--- src/rtl/sum_arb_pkg.sv ---
// sum_arb_pkg: shared types and helpers for the sum_arbiter block.
package sum_arb_pkg;

  typedef enum logic [1:0] {
    IDLE = 2'd0,
    ADD  = 2'd1,
    HOLD = 2'd2
  } state_t;

  // Modular increment of a requester index, wrapping at nreq (any nreq >= 1).
  function automatic int unsigned next_ptr(input int unsigned id, input int unsigned nreq);
    return (id + 32'd1 >= nreq) ? 32'd0 : id + 32'd1;
  endfunction

endpackage

--- src/rtl/rr_arbiter.sv ---
// rr_arbiter: combinational round-robin pick; the first requester at or after ptr wins.
module rr_arbiter #(
  parameter  int unsigned NREQ = 4,
  localparam int unsigned IDW  = $clog2(NREQ)
) (
  input  logic [NREQ-1:0] req,
  input  logic [IDW-1:0]  ptr,
  output logic [NREQ-1:0] gnt_c,
  output logic [IDW-1:0]  gnt_id_c,
  output logic            any_c
);

  // Walk outward from ptr, wrapping without a modulo so non-power-of-two NREQ works.
  always_comb begin
    int unsigned idx;
    gnt_c    = '0;
    gnt_id_c = '0;
    any_c    = 1'b0;
    for (int unsigned k = 0; k < NREQ; k++) begin
      idx = 32'(ptr) + k;
      if (idx >= NREQ) idx = idx - NREQ;
      if (!any_c && req[IDW'(idx)]) begin
        any_c             = 1'b1;
        gnt_c[IDW'(idx)]  = 1'b1;
        gnt_id_c          = IDW'(idx);
      end
    end
  end

endmodule

--- src/rtl/sum_arbiter.sv ---
// sum_arbiter: round-robin shares one registered adder among NREQ requesters.
// Optional macro SUM_ARB_SAT_EN: saturate on carry and expose resp_sat.
module sum_arbiter
  import sum_arb_pkg::*;
#(
  parameter  int unsigned WIDTH = 8,
  parameter  int unsigned NREQ  = 4,
  localparam int unsigned IDW   = $clog2(NREQ)
) (
  input  logic             clk,
  input  logic             rst,
  input  logic [NREQ-1:0]  req_valid,
  output logic [NREQ-1:0]  req_ready,
  input  logic [WIDTH-1:0] req_a [NREQ],
  input  logic [WIDTH-1:0] req_b [NREQ],
  output logic             resp_valid,
  input  logic             resp_ready,
  output logic [IDW-1:0]   resp_id,
  output logic [WIDTH:0]   resp_sum
`ifdef SUM_ARB_SAT_EN
  ,
  output logic             resp_sat
`endif
);

  state_t           state_q, state_d;
  logic [IDW-1:0]   rr_ptr_q, rr_ptr_d;
  logic [WIDTH-1:0] op_a_q, op_a_d;
  logic [WIDTH-1:0] op_b_q, op_b_d;
  logic [IDW-1:0]   gnt_id_q, gnt_id_d;
  logic [WIDTH:0]   sum_q, sum_d;
  logic             resp_valid_q, resp_valid_d;
  logic [WIDTH:0]   raw_sum_c;
  logic [NREQ-1:0]  arb_gnt_c;
  logic [IDW-1:0]   arb_id_c;
  logic             arb_any_c;
`ifdef SUM_ARB_SAT_EN
  logic             sat_q, sat_d;
`endif

  rr_arbiter #(.NREQ(NREQ)) u_rr_arbiter (
    .req      (req_valid),
    .ptr      (rr_ptr_q),
    .gnt_c    (arb_gnt_c),
    .gnt_id_c (arb_id_c),
    .any_c    (arb_any_c)
  );

  // State and datapath registers; synchronous reset drops any in-flight transaction.
  always_ff @(posedge clk) begin
    if (rst) begin
      state_q      <= IDLE;
      rr_ptr_q     <= '0;
      op_a_q       <= '0;
      op_b_q       <= '0;
      gnt_id_q     <= '0;
      sum_q        <= '0;
      resp_valid_q <= 1'b0;
`ifdef SUM_ARB_SAT_EN
      sat_q        <= 1'b0;
`endif
    end else begin
      state_q      <= state_d;
      rr_ptr_q     <= rr_ptr_d;
      op_a_q       <= op_a_d;
      op_b_q       <= op_b_d;
      gnt_id_q     <= gnt_id_d;
      sum_q        <= sum_d;
      resp_valid_q <= resp_valid_d;
`ifdef SUM_ARB_SAT_EN
      sat_q        <= sat_d;
`endif
    end
  end

  // Next-state: grant -> add -> hold until the consumer takes the result.
  always_comb begin
    state_d = state_q;
    case (state_q)
      IDLE:    if (arb_any_c) state_d = ADD;
      ADD:     state_d = HOLD;
      HOLD:    if (resp_ready) state_d = IDLE;
      default: state_d = IDLE;
    endcase
  end

  // Grant is only offered in IDLE and never while reset is asserted.
  always_comb begin
    req_ready = '0;
    if (state_q == IDLE && !rst) req_ready = arb_gnt_c;
  end

  // Operand capture, adder stage and pointer update; pointer moves only on accept.
  always_comb begin
    rr_ptr_d     = rr_ptr_q;
    op_a_d       = op_a_q;
    op_b_d       = op_b_q;
    gnt_id_d     = gnt_id_q;
    sum_d        = sum_q;
    resp_valid_d = resp_valid_q;
    raw_sum_c    = {1'b0, op_a_q} + {1'b0, op_b_q};
`ifdef SUM_ARB_SAT_EN
    sat_d        = sat_q;
`endif
    case (state_q)
      IDLE: begin
        if (arb_any_c) begin
          op_a_d   = req_a[arb_id_c];
          op_b_d   = req_b[arb_id_c];
          gnt_id_d = arb_id_c;
        end
      end
      ADD: begin
        resp_valid_d = 1'b1;
`ifdef SUM_ARB_SAT_EN
        sat_d = raw_sum_c[WIDTH];
        sum_d = raw_sum_c[WIDTH] ? {1'b0, {WIDTH{1'b1}}} : raw_sum_c;
`else
        sum_d = raw_sum_c;
`endif
      end
      HOLD: begin
        if (resp_ready) begin
          resp_valid_d = 1'b0;
          rr_ptr_d     = IDW'(next_ptr(32'(gnt_id_q), NREQ));
        end
      end
      default: ;
    endcase
  end

  assign resp_valid = resp_valid_q;
  assign resp_id    = gnt_id_q;
  assign resp_sum   = sum_q;
`ifdef SUM_ARB_SAT_EN
  assign resp_sat   = sat_q;
`endif

endmodule

--- config.mk ---
export PLATFORM = sky130hd
export DESIGN_NAME = sum_arbiter
export DESIGN_NICKNAME = d
export VERILOG_FILES = /design/src/rtl/sum_arb_pkg.sv /design/src/rtl/rr_arbiter.sv /design/src/rtl/sum_arbiter.sv
export SDC_FILE = /design/constraint.sdc
export NUM_CORES = 1
export LEC_CHECK = 0
export CELL_PAD_IN_SITES_DETAIL_PLACEMENT = 1
export CELL_PAD_IN_SITES_GLOBAL_PLACEMENT = 1
export CORE_MARGIN = 5
export CORE_UTILIZATION = 35
export CTS_CLUSTER_SIZE = 24
export DETAILED_ROUTE_END_ITERATION = 8
export GPL_ROUTABILITY_DRIVEN = 0
export PLACE_DENSITY_LB_ADDON = 0.1
export SETUP_SLACK_MARGIN = 0.2
export SYNTH_ARGS = -nofsm -noshare
export SYNTH_HDL_FRONTEND = slang
export SYNTH_SLANG_ARGS = --single-unit
--- constraint.sdc ---
create_clock -name clk -period 4.2 [get_ports clk]
set_input_delay 0.63 -clock clk [delete_from_list [all_inputs] [get_ports clk]]
set_output_delay 0.63 -clock clk [all_outputs]
set_load 0.02 [all_outputs]
==> impl_results.md <==
* Pre-CTS setup slack at 0.518 ns
* Skew final at 0.00713 ns
* Final WL at 9.26 mm
* Die Area at 10000 um2
* Area of the multi-input gates at 2040 um2
* DR top layer: met4
* Vias in the first global route at 3096
* Initial Util at 35.2%
* CP Class: register to primary output
* Routed wl met3 at 390 um
* Most instantiated cells after synthesis: dfxtp_1, nand2_1, a21oi_1, nor2_1, mux2i_1
* Clk_lat worst skew at 0.29 ns
* Max-Cap Viols at 0
* Hold Fails Final Rpt at 0
* Starting DRC count in detailed routing at 76
* Mapped Area at 2850 um2
* Vias at 3030
* Synth area leader: dfxtp_1
* Via/cell ratio at 5.74
* Layout area overhead at 36.4%
* First-pass GRT wire length at 15.0 mm
* Yosys warns at 0
* VDD IR max at 118 uV
* Max Slew Vio Count at 0
* Die Wd at 100 um
* R2R Path End: op_a_q[2]
* Rows at 33
* Largest net degree at the start of global routing at 46
* Post-synth top flop: dfxtp_1
* RSZ-0062 raised after global routing: false
* Outcome: complete, no violations
* Leak at 1.42 nW
* Final period util at 88.7%
* R2R Setup Slk at 0.92 ns
* Sequential area share after synthesis at 22.5%
* First-pass DRT Iterations at 4
* IO buf count at 86
* H-tree depth at 2
* Die Ht at 100 um
* Final setup fails at 0
* CP startpoint: rr_ptr_q[0]
* Drt wl/cell at 17.5 um
* Final min period at 3.72 ns
* Setup TNS at 0 ns
* Synthesized area per cell at 8.21 um2
* Hold-fix buffers, CTS at 0
* DRC at 0
* Num CTS Buffers at 5
* Post-route ant nets at 0
* CTS max path bufs at 2
* Worst endpoint required time at 3.57 ns
* Fmax at 269 MHz
* Slew headroom at 52.5%
* Routed wl met2 at 4.44 mm
* CP max FO at 11
* I/O Pins at 87
* Antenna Cells at 0
* Synth top area cells: dfxtp_1, mux2i_1, ha_1
* Initial antenna violation count at 0
* GR Overflow Total at 0
* DRT met1 WL at 4.31 mm
* HP Class: register to register
* Worst Hold Path Cells at 2
* Core ar. at 8090 um2
* Async SR Flop Fraction at 0%
* Mapped Cells at 347
* Synth Register Bits at 32
* Overall global routing resource usage at 18.3%
* # fillers at 991
* CTS Sinks at 32
* CTS Root Cell: clkbuf_8
* Pwr dens at 323 nW/um2
* FF-to-FF path depth at 10
* Layout cell share with drive strength beyond 1 at 8.51%
* Layout Nets at 510
* Worst Setup Start Kind: register
* Syn_nets at 435
* Slew @ Worst Pin at 0.708 ns
* Clk pin slew, worst setup/hold paths at 0.07 ns
* FF/Latch Area at 643 um2
* Post-synth EDFFs at 0
* Top cell type's share of synthesized area at 22.5%
* Worst EP arrival at 3.09 ns
* CTS tree: built
* Worst r2r src: rr_ptr_q[0]
* Worst Setup EP: req_ready[3]
* Hold WS at 0.452 ns
* Synth cell types at 52
* Fin worst setup slack at 0.476 ns
* Most frequent cell after synthesis: dfxtp_1
* CP endpoint kind: primary output
* DP Wirelength at 7.38 mm
-- area by class of cell --
cell class	count	share of cell area, %
Multi-Input combinational cell	282	52.5
Timing Repair Buffer	94	23.7
Sequential cell	32	16.5
Tap cell	105	3.38
Clock buffer	7	2.48
Clock inverter	1	0.772
Inverter	7	0.676
-- how the worst min path moves through the flow --
| stage | start | endpoint | slack (ns) |
|---|---|---|---|
| 2_1_floorplan | op_b_q[0] | op_b_q[0] | 0.45 |
| 3_3_place_gp | resp_sum[3] | resp_sum[3] | 0.45 |
| 3_5_place_dp | resp_sum[3] | resp_sum[3] | 0.45 |
| 4_1_cts | resp_sum[3] | resp_sum[3] | 0.46 |
| 5_1_grt | resp_sum[4] | resp_sum[4] | 0.49 |
| 6_report | resp_sum[3] | resp_sum[3] | 0.45 |
-- stage by stage --
step | utilization (%) | std cells | total power (W) | area [um2]
CTS | 48.0 | 528 | 0.00127 | 3880
finish | 48.0 | 528 | 0.00126 | 3890
detailed placement | 46.4 | 520 | 0.000936 | 3760
global placement | 46.4 | 520 | 0.000921 | 3760
global route | 48.0 | 528 | 0.00134 | 3890
floorplan | - | 347 | 0.000731 | 2850
-- timing repair --
action / 4_1_cts / 5_1_grt
gates resized for setup: 0 / 2
buffers inserted: 0 / 0
endpoints found under the setup margin: 0 / 4
-- kinds of logic after synthesis --
| group | share of synthesized area [%] |
|---|---|
| flops | 22.5 |
| fa+ha+maj | 7.73 |
| mux | 11.2 |
| xor+xnor | 1.54 |
| buf+inv | 6.06 |
| simple gates | 19.6 |
| compound gates | 31.4 |
-- worst max-delay path: stages (launching register included) --
cell and delay (ns):
dfxtp_2 0.33, clkinv_1 0.05, buf_4 0.18, ha_2 0.45
mux4_2 0.63, nor2b_4 0.19, a22oi_1 0.09, nor2_1 0.10
a221oi_1 0.06, nor2_1 0.11, clkdlybuf4s50_1 0.61
-- report_power, final --
part	leakage (nW)	internal, W	switching, W
Combinational	1.09	0.000255	0.000283
Clock	0.0645	0.000209	0.000119
Sequential	0.265	0.000354	0.0000360
Total	1.42	0.000818	0.000438
-- layer usage --
layer	global-route usage [%]	up-vias
met3	3.47	11
met1	24.1	1461
met2	30.6	69
met4	4.56	0
met5	0	-
li1	-	1489
-- sequential cells by signal, summed over array words and instances (netlist names) --
| signal | count |
|---|---|
| op_a_q | 8 |
| op_b_q | 8 |
| resp_id | 2 |
| resp_sum | 9 |
| resp_valid | 1 |
| rr_ptr_q | 2 |
| state_q | 2 |
-- cells in the final DEF, fill, tap and decap left out, types with 2 or more instances in the layout --
cell type | synthesis | final
clkdlybuf4s50_1 | 0 | 86
nand2_1 | 31 | 31
dfxtp_1 | 32 | 30
nor2_1 | 28 | 28
a21oi_1 | 28 | 28
mux2i_1 | 24 | 24
a221oi_1 | 16 | 16
ha_1 | 16 | 15
a22oi_1 | 14 | 14
nor3_1 | 11 | 11
o211ai_1 | 11 | 11
a211oi_1 | 11 | 11
or3_1 | 10 | 10
nand3_1 | 10 | 10
buf_4 | 0 | 8
a21o_1 | 7 | 7
clkbuf_8 | 0 | 7
o2111a_1 | 6 | 6
o32ai_1 | 6 | 6
o21ai_0 | 5 | 5
a31oi_1 | 5 | 5
inv_1 | 4 | 4
nand3b_1 | 4 | 4
xnor2_1 | 4 | 4
or3b_2 | 3 | 3
mux4_2 | 3 | 3
or2_2 | 3 | 3
o21bai_1 | 3 | 3
clkinv_1 | 2 | 2
nand2b_1 | 2 | 2
a32oi_1 | 2 | 2
o22ai_1 | 2 | 2
and2_1 | 2 | 2
a211oi_2 | 2 | 2
dfxtp_2 | 0 | 2
Power figures use the tool's default switching activity.
